## src/rtl/alu_result_buffer.sv

```systemverilog
// Result FIFO behind the combinational ALU: captures {op, y} plus zero/neg status
// (and parity when ALU_RESBUF_PARITY_EN is defined) and serves them first-word fall-through.
module alu_result_buffer #(
  parameter int WIDTH = 32,
  parameter int OPW   = 3,
  parameter int DEPTH = 4
) (
  input  logic                       clk,
  input  logic                       rst,
  input  logic                       in_valid,
  output logic                       in_ready,
  input  logic [OPW-1:0]             in_op,
  input  logic [WIDTH-1:0]           in_y,
  output logic                       out_valid,
  input  logic                       out_ready,
  output logic [OPW-1:0]             out_op,
  output logic [WIDTH-1:0]           out_y,
  output logic                       out_zero,
  output logic                       out_neg,
  output logic                       out_parity,
  output logic [$clog2(DEPTH):0]     count
);

  localparam int AW = $clog2(DEPTH);
  localparam int CW = AW + 1;

  logic [OPW-1:0]   mem_op [DEPTH];
  logic [WIDTH-1:0] mem_y  [DEPTH];
  logic [DEPTH-1:0] mem_zero;
  logic [DEPTH-1:0] mem_neg;
  logic [AW-1:0]    wr_ptr;
  logic [AW-1:0]    rd_ptr;
  logic             push;
  logic             pop;

  // Handshake depends on count alone, never on the partner's valid/ready.
  assign in_ready  = (count != CW'(DEPTH));
  assign out_valid = (count != '0);
  assign push      = in_valid && in_ready;
  assign pop       = out_valid && out_ready;

  always_ff @(posedge clk or posedge rst) begin
    if (rst) begin
      for (int unsigned i = 0; i < DEPTH; i++) begin
        mem_op[i] <= '0;
        mem_y[i]  <= '0;
      end
      mem_zero <= '0;
      mem_neg  <= '0;
    end else if (push) begin
      mem_op[wr_ptr]   <= in_op;
      mem_y[wr_ptr]    <= in_y;
      mem_zero[wr_ptr] <= (in_y == '0);
      mem_neg[wr_ptr]  <= in_y[WIDTH-1];
    end
  end

  always_ff @(posedge clk or posedge rst) begin
    if (rst) begin
      wr_ptr <= '0;
      rd_ptr <= '0;
      count  <= '0;
    end else begin
      if (push) wr_ptr <= wr_ptr + AW'(1);
      if (pop)  rd_ptr <= rd_ptr + AW'(1);
      case ({push, pop})
        2'b10:   count <= count + CW'(1);
        2'b01:   count <= count - CW'(1);
        default: count <= count;
      endcase
    end
  end

  assign out_op   = mem_op[rd_ptr];
  assign out_y    = mem_y[rd_ptr];
  assign out_zero = mem_zero[rd_ptr];
  assign out_neg  = mem_neg[rd_ptr];

`ifdef ALU_RESBUF_PARITY_EN
  logic [DEPTH-1:0] mem_par;

  always_ff @(posedge clk or posedge rst) begin
    if (rst)       mem_par         <= '0;
    else if (push) mem_par[wr_ptr] <= ^in_y;
  end

  assign out_parity = mem_par[rd_ptr];
`else
  assign out_parity = 1'b0;
`endif

endmodule

```

## config.mk

```make
export PLATFORM = sky130hd
export DESIGN_NAME = alu_result_buffer
export DESIGN_NICKNAME = d
export VERILOG_FILES = /design/src/rtl/alu_result_buffer.sv
export SDC_FILE = /design/constraint.sdc
export NUM_CORES = 1
export LEC_CHECK = 0
export CAP_MARGIN = 40
export CORE_MARGIN = 2
export CORE_UTILIZATION = 55
export CTS_CLUSTER_SIZE = 10
export DETAILED_ROUTE_END_ITERATION = 12
export PLACE_DENSITY = 0.78
export SKIP_LAST_GASP = 1
export SYNTH_ARGS = -nofsm -noshare
export SYNTH_HDL_FRONTEND = slang
export SYNTH_SLANG_ARGS = --single-unit
export TNS_END_PERCENT = 100
```

## constraint.sdc

```tcl
create_clock -name clk -period 11.3 [get_ports clk]
set_input_delay 2.26 -clock clk [delete_from_list [all_inputs] [get_ports clk]]
set_output_delay 2.26 -clock clk [all_outputs]
set_load 0.02 [all_outputs]
```

# Word level (Yosys, flattened, before mapping)
# Index checks and enable logic that the tools add are counted.
[word_totals] ff_bits=155 wordCells=56 inputBits=39
[op_classes] addsub=4 eq_ne=3 reduce_logical=7 order_cmp=6 muxes=21 bitwise_logic=2
[ops] cell="$bwmux W128" count=1
[ops] cell="$mux W32" count=3
[ops] cell="$bmux W32 S2" count=1
[ops] cell="$demux W32 S2" count=1
[ops] cell="$logic_not A32 Y1" count=1
[ops] cell="$bwmux W12" count=1
[ops] cell="$mux W3" count=3
[ops] cell="$bwmux W4" count=2
[ops] cell="$bmux W3 S2" count=1
[ops] cell="$demux W3 S2" count=1
[ops] cell="$ge A3 B3 Y1 const B" count=2
[ops] cell="$lt A2 B3 Y1 const B" count=2
[ops] cell="$not A2 Y3" count=2
[ops] cell="$pmux W3 S2" count=1
[ops] cell="$add A2 B1 Y2 const B" count=2
[ops] cell="$bmux W1 S2" count=2
[ops] cell="$logic_and A1 B1 Y1" count=4
[ops] cell="$add A3 B1 Y3 const B" count=1
[ops] cell="$lt A3 B1 Y1 const B" count=1
[ops] cell="$mux W1" count=3
[ops] cell="$ne A3 B3 Y1 const B" count=1
[ops] cell="$reduce_bool A3 Y1" count=1
[ops] cell="$sub A3 B1 Y3 const B" count=1
[ops] cell="$demux W1 S2" count=1
[ops] cell="other kinds (4)" count=4

# Logic depth before layout (Yosys ltp)
[depth] word_depth=6 ltp_mapped=9

# Worst setup path after synthesis
# Ideal clock, no wire load.
[synth_timing] kind="register to output" startpoint="register rd_ptr[1]" endpoint="output out_y[31]" arrival_ps=1458 n_path_buf=3 path_slack_ps=7582 required_ps=9040 path_stages_with_launch=5 path_cell_list="dfrtp_1 > buf_2 > buf_1 > mux4_2 > buf_4"
[synth_via] elab_chain_cells=4
[synth_rtl] element="start: declaration" line="32" text="logic [AW-1:0] rd_ptr;"
[synth_rtl] element="start signal: assignment" line="65" text="if (pop) rd_ptr <= rd_ptr + AW'(1);"
[synth_rtl] element="$not A2 Y3 (implied by the code)" line="75" text="assign out_y = mem_y[rd_ptr];"
[synth_rtl] element="$bmux W32 S2" line="75"
[synth_rtl] element="$mux W32 (implied by the code) (2 in series)" line="75"
[synth_rtl] element="end: declaration" line="17" text="output logic [WIDTH-1:0] out_y,"
# No other way between the ends. The select of a mux whose other input is x is not followed.

# Worst setup path in the final report
[layout_timing] startpoint="register rd_ptr[0]" endpoint="output out_y[23]"
# The elaborated chain is that of the path after synthesis.

==> impl_metrics.tcl <==
set metrics [dict create \
    status "finished, final reports clean" \
    synth_edf_count 0 \
    wl_per_cell_microns 21.7 \
    die_y_microns 120 \
    reg2regPathDepth 9 \
    h-tree-depth 4 \
    place_area_sq_mm 0.00814 \
    routed_wl_mm 14.7 \
    p_sw_share_pct 31.6 \
    setup-violations-final 0 \
    finalMaxSlewViolations 0 \
    syn2layout_area_growth_pct 18.9 \
    postSynthAreaPerCell_sq_um 18.1 \
    synth-simple-area-share_pct 2.30 \
    rr_endpoint "count[2]" \
    fill_cells 914 \
    synth_fp_nets 450 \
    worstSkewPairLatency_ns 0.42 \
    vias_per_cell 5.73 \
    drv_cap 0 \
    cts_tree "done" \
    fin_area_sq_mm 0.00873 \
    hold_path_end "mem_y[61]" \
    synth_cells 405 \
    path_delay_family "buffers and inverters" \
    fin_crit_sh_pct 45.0 \
    critPathCaptureType "output port" \
    ctsLongestPathBuffers 2 \
    required_ns 9.04 \
    die_w_microns 120 \
    worst_pin_slew_ns 0.838 \
    synthMuxAreaShare_pct 38.7 \
    clk_pin_slew_ns 0.06 \
    synth-seq-cells 151 \
    synth_xor_area_share_pct 0.715 \
    io_buffer_count 80 \
    start_util_pct 55.9 \
    hpwl_mm 8.93 \
    timing.slew.headroom_pct 44.1 \
    drcViolationCount 0 \
    p_switching_w 0.000952 \
    yosys.area.top_type "dfrtp_1" \
    ys_top_cells_by_area "dfrtp_1 51%, mux2_4 24%, mux4_2 11%" \
    powerDensity_mw_per_mm2 344 \
    numCtsBuffers 17 \
    grt_pass1_wl_mm 24.5 \
    gp_congestion 0.760 \
    cts_setup_buffers 0 \
    io_pins 82 \
    p_int_w 0.00206 \
    ys.flop_type "dfrtp_1" \
    ys_seq_area_share_pct 51.4 \
    pwr-share-clk_pct 18.7 \
    cts_num_sinks 151 \
    grt_max_degree 79 \
    num_rows 42 \
    synth.most_common_cell "dfrtp_1" \
    cpMaxStageDelayCell "dfrtp_2" \
    synth_cell_types 26 \
    power_frac_comb_pct 48.0 \
    synthTopCellsByCount "151 x dfrtp_1, 116 x mux2_4, 36 x mux4_2" \
    diodes 0 \
    reg2reg_from "count[0]" \
    worst-path-buf-inv 2 \
    power_leakage_nw 4.03 \
    first_pass_iters 4 \
    vias 3863 \
    drtIter0Drc 238 \
    drtAntennaViolNets 0 \
    syn_area_sq_mm 0.00735 \
    drive_gt1_share_pct 44.2 \
    hold_path_startpoint "mem_y[61]" \
    async_flop_share_pct 100 \
    ir_worst_vdd_uv 188 \
    grt_setup_unrepaired "false" \
    cp.arrival_ns 2.82 \
    grt.overflow.total 0 \
    layout_min_cycle_time_ns 5.08 \
    synth_top_family_by_area "multiplexers" \
    tns_ns 0 \
    critPathLaunchType "register" \
    antenna_found_initial 0 \
    yosys.area_share.adder_pct 1.12 \
    synth_compound_area_share_pct 0.937 \
    r2r_setup_slack_ns 9.04 \
    gr-usage-all-layers_pct 22.4 \
    pwr-share-seq_pct 33.3 \
    path_cells "buf_4 -> mux4_2 -> clkdlybuf4s50_1" \
    whs_path_depth 1 \
    dieArea_sq_mm 0.0143 \
    fin_skew_ns 0.00561 \
    cpPeakStageDelay_ns 0.73 \
    netlist.area_leader.share_pct 51.4 \
    grt_pass1_vias 4363 \
    core-area_sq_mm 0.0131 \
    root_buffer "clkbuf_16" \
    hold_ws_ns 0.499 \
    cts_resized 0 \
    worstSetupPathType "reg -> out" \
    cts_hold_buf 0 \
    yosysWarnings 0 \
    layoutNonFillerInstCount 674 \
    max_freq_mhz 197 \
    hold_viol_final 0 \
    nets 530 \
    hold_class "reg -> reg" \
    crit_start "rd_ptr[0]" \
    crit_fanout 22 \
    dp_cells 642 \
]
==> area by class of cell <==
cell class / instances / area [sq um] / share of cell area (%)
inverter: 12 / 52.6 / 0.602
sequential: 151 / 3780 / 43.3
clock inverter: 8 / 93.8 / 1.07
tap: 176 / 220 / 2.52
multi-input combinational: 219 / 3220 / 36.9
clock buffer: 24 / 502 / 5.74
timing repair buffer: 84 / 863 / 9.89
==> routing by layer <==
metal  global-route usage, %  part of all wire, %
met5                       0                    0
met4                    6.54                 0.78
met3                    6.18                  6.0
met2                    35.0                   49
met1                    31.3                   45
==> worst max path at each step <==
stage / endpoint / slack, ns / depth (start not counted)
final: out_y[23] / 6.22 / 3
after floorplan: count[0] / 4.98 / 1
after global placement: out_y[16] / 6.63 / 3
after global routing: out_y[7] / 6.03 / 3
after detailed placement: out_y[23] / 6.60 / 3
after CTS: out_y[23] / 6.15 / 3
==> cell families (layout without fill, tap and decap cells) <==
family          Yosys count  after routing
xor+xnor                  6              6
fa+ha+maj                 6              6
flops                   151            151
simple gates             19             19
buf+inv                  35            128
compound gates            9              9
mux                     178            178
other cells               1              1
==> cells in the final DEF, fill, tap and decap left out, types with 2 or more instances in the layout <==
cell	netlist	routed
dfrtp_1	151	149
mux2_4	116	116
clkdlybuf4s50_1	0	80
mux4_2	36	36
mux2_2	25	25
clkbuf_16	0	17
inv_1	11	10
nor4_1	8	8
o31ai_1	8	8
ha_1	5	5
clkbuf_8	0	5
clkinv_2	0	5
nand3_4	4	4
xnor2_1	3	3
xor2_1	3	3
nand2_1	2	2
nand4_1	2	2
clkbuf_1	2	2
bufinv_16	0	2
buf_4	3	2
dfrtp_2	0	2
==> through the flow <==
stage / utilization (%) / power [W] / setup slack (ns)
after floorplan: - / 0.00203 / 4.98
after global placement: 61.6 / 0.00241 / 6.63
after detailed placement: 61.9 / 0.00245 / 6.60
after CTS: 66.5 / 0.00303 / 6.15
after global routing: 66.5 / 0.00316 / 6.03
final: 66.5 / 0.00301 / 6.22
==> power by group through the flow <==
stage	Combinational (W)	Clock [W]	Sequential (W)
2_1_floorplan	0.00110	0	0.000927
3_3_place_gp	0.00139	0	0.00102
3_5_place_dp	0.00145	0	0.00100
4_1_cts	0.00146	0.000571	0.00100
5_1_grt	0.00153	0.000599	0.00104
6_report	0.00144	0.000564	0.00100
==> flip-flops by register name (all words and copies together), names as in the netlist <==
signal    flops
mem_neg       3
mem_op       12
rd_ptr        2
mem_zero      4
wr_ptr        2
count         3
mem_y       125
(Power assumes the default switching activity.)
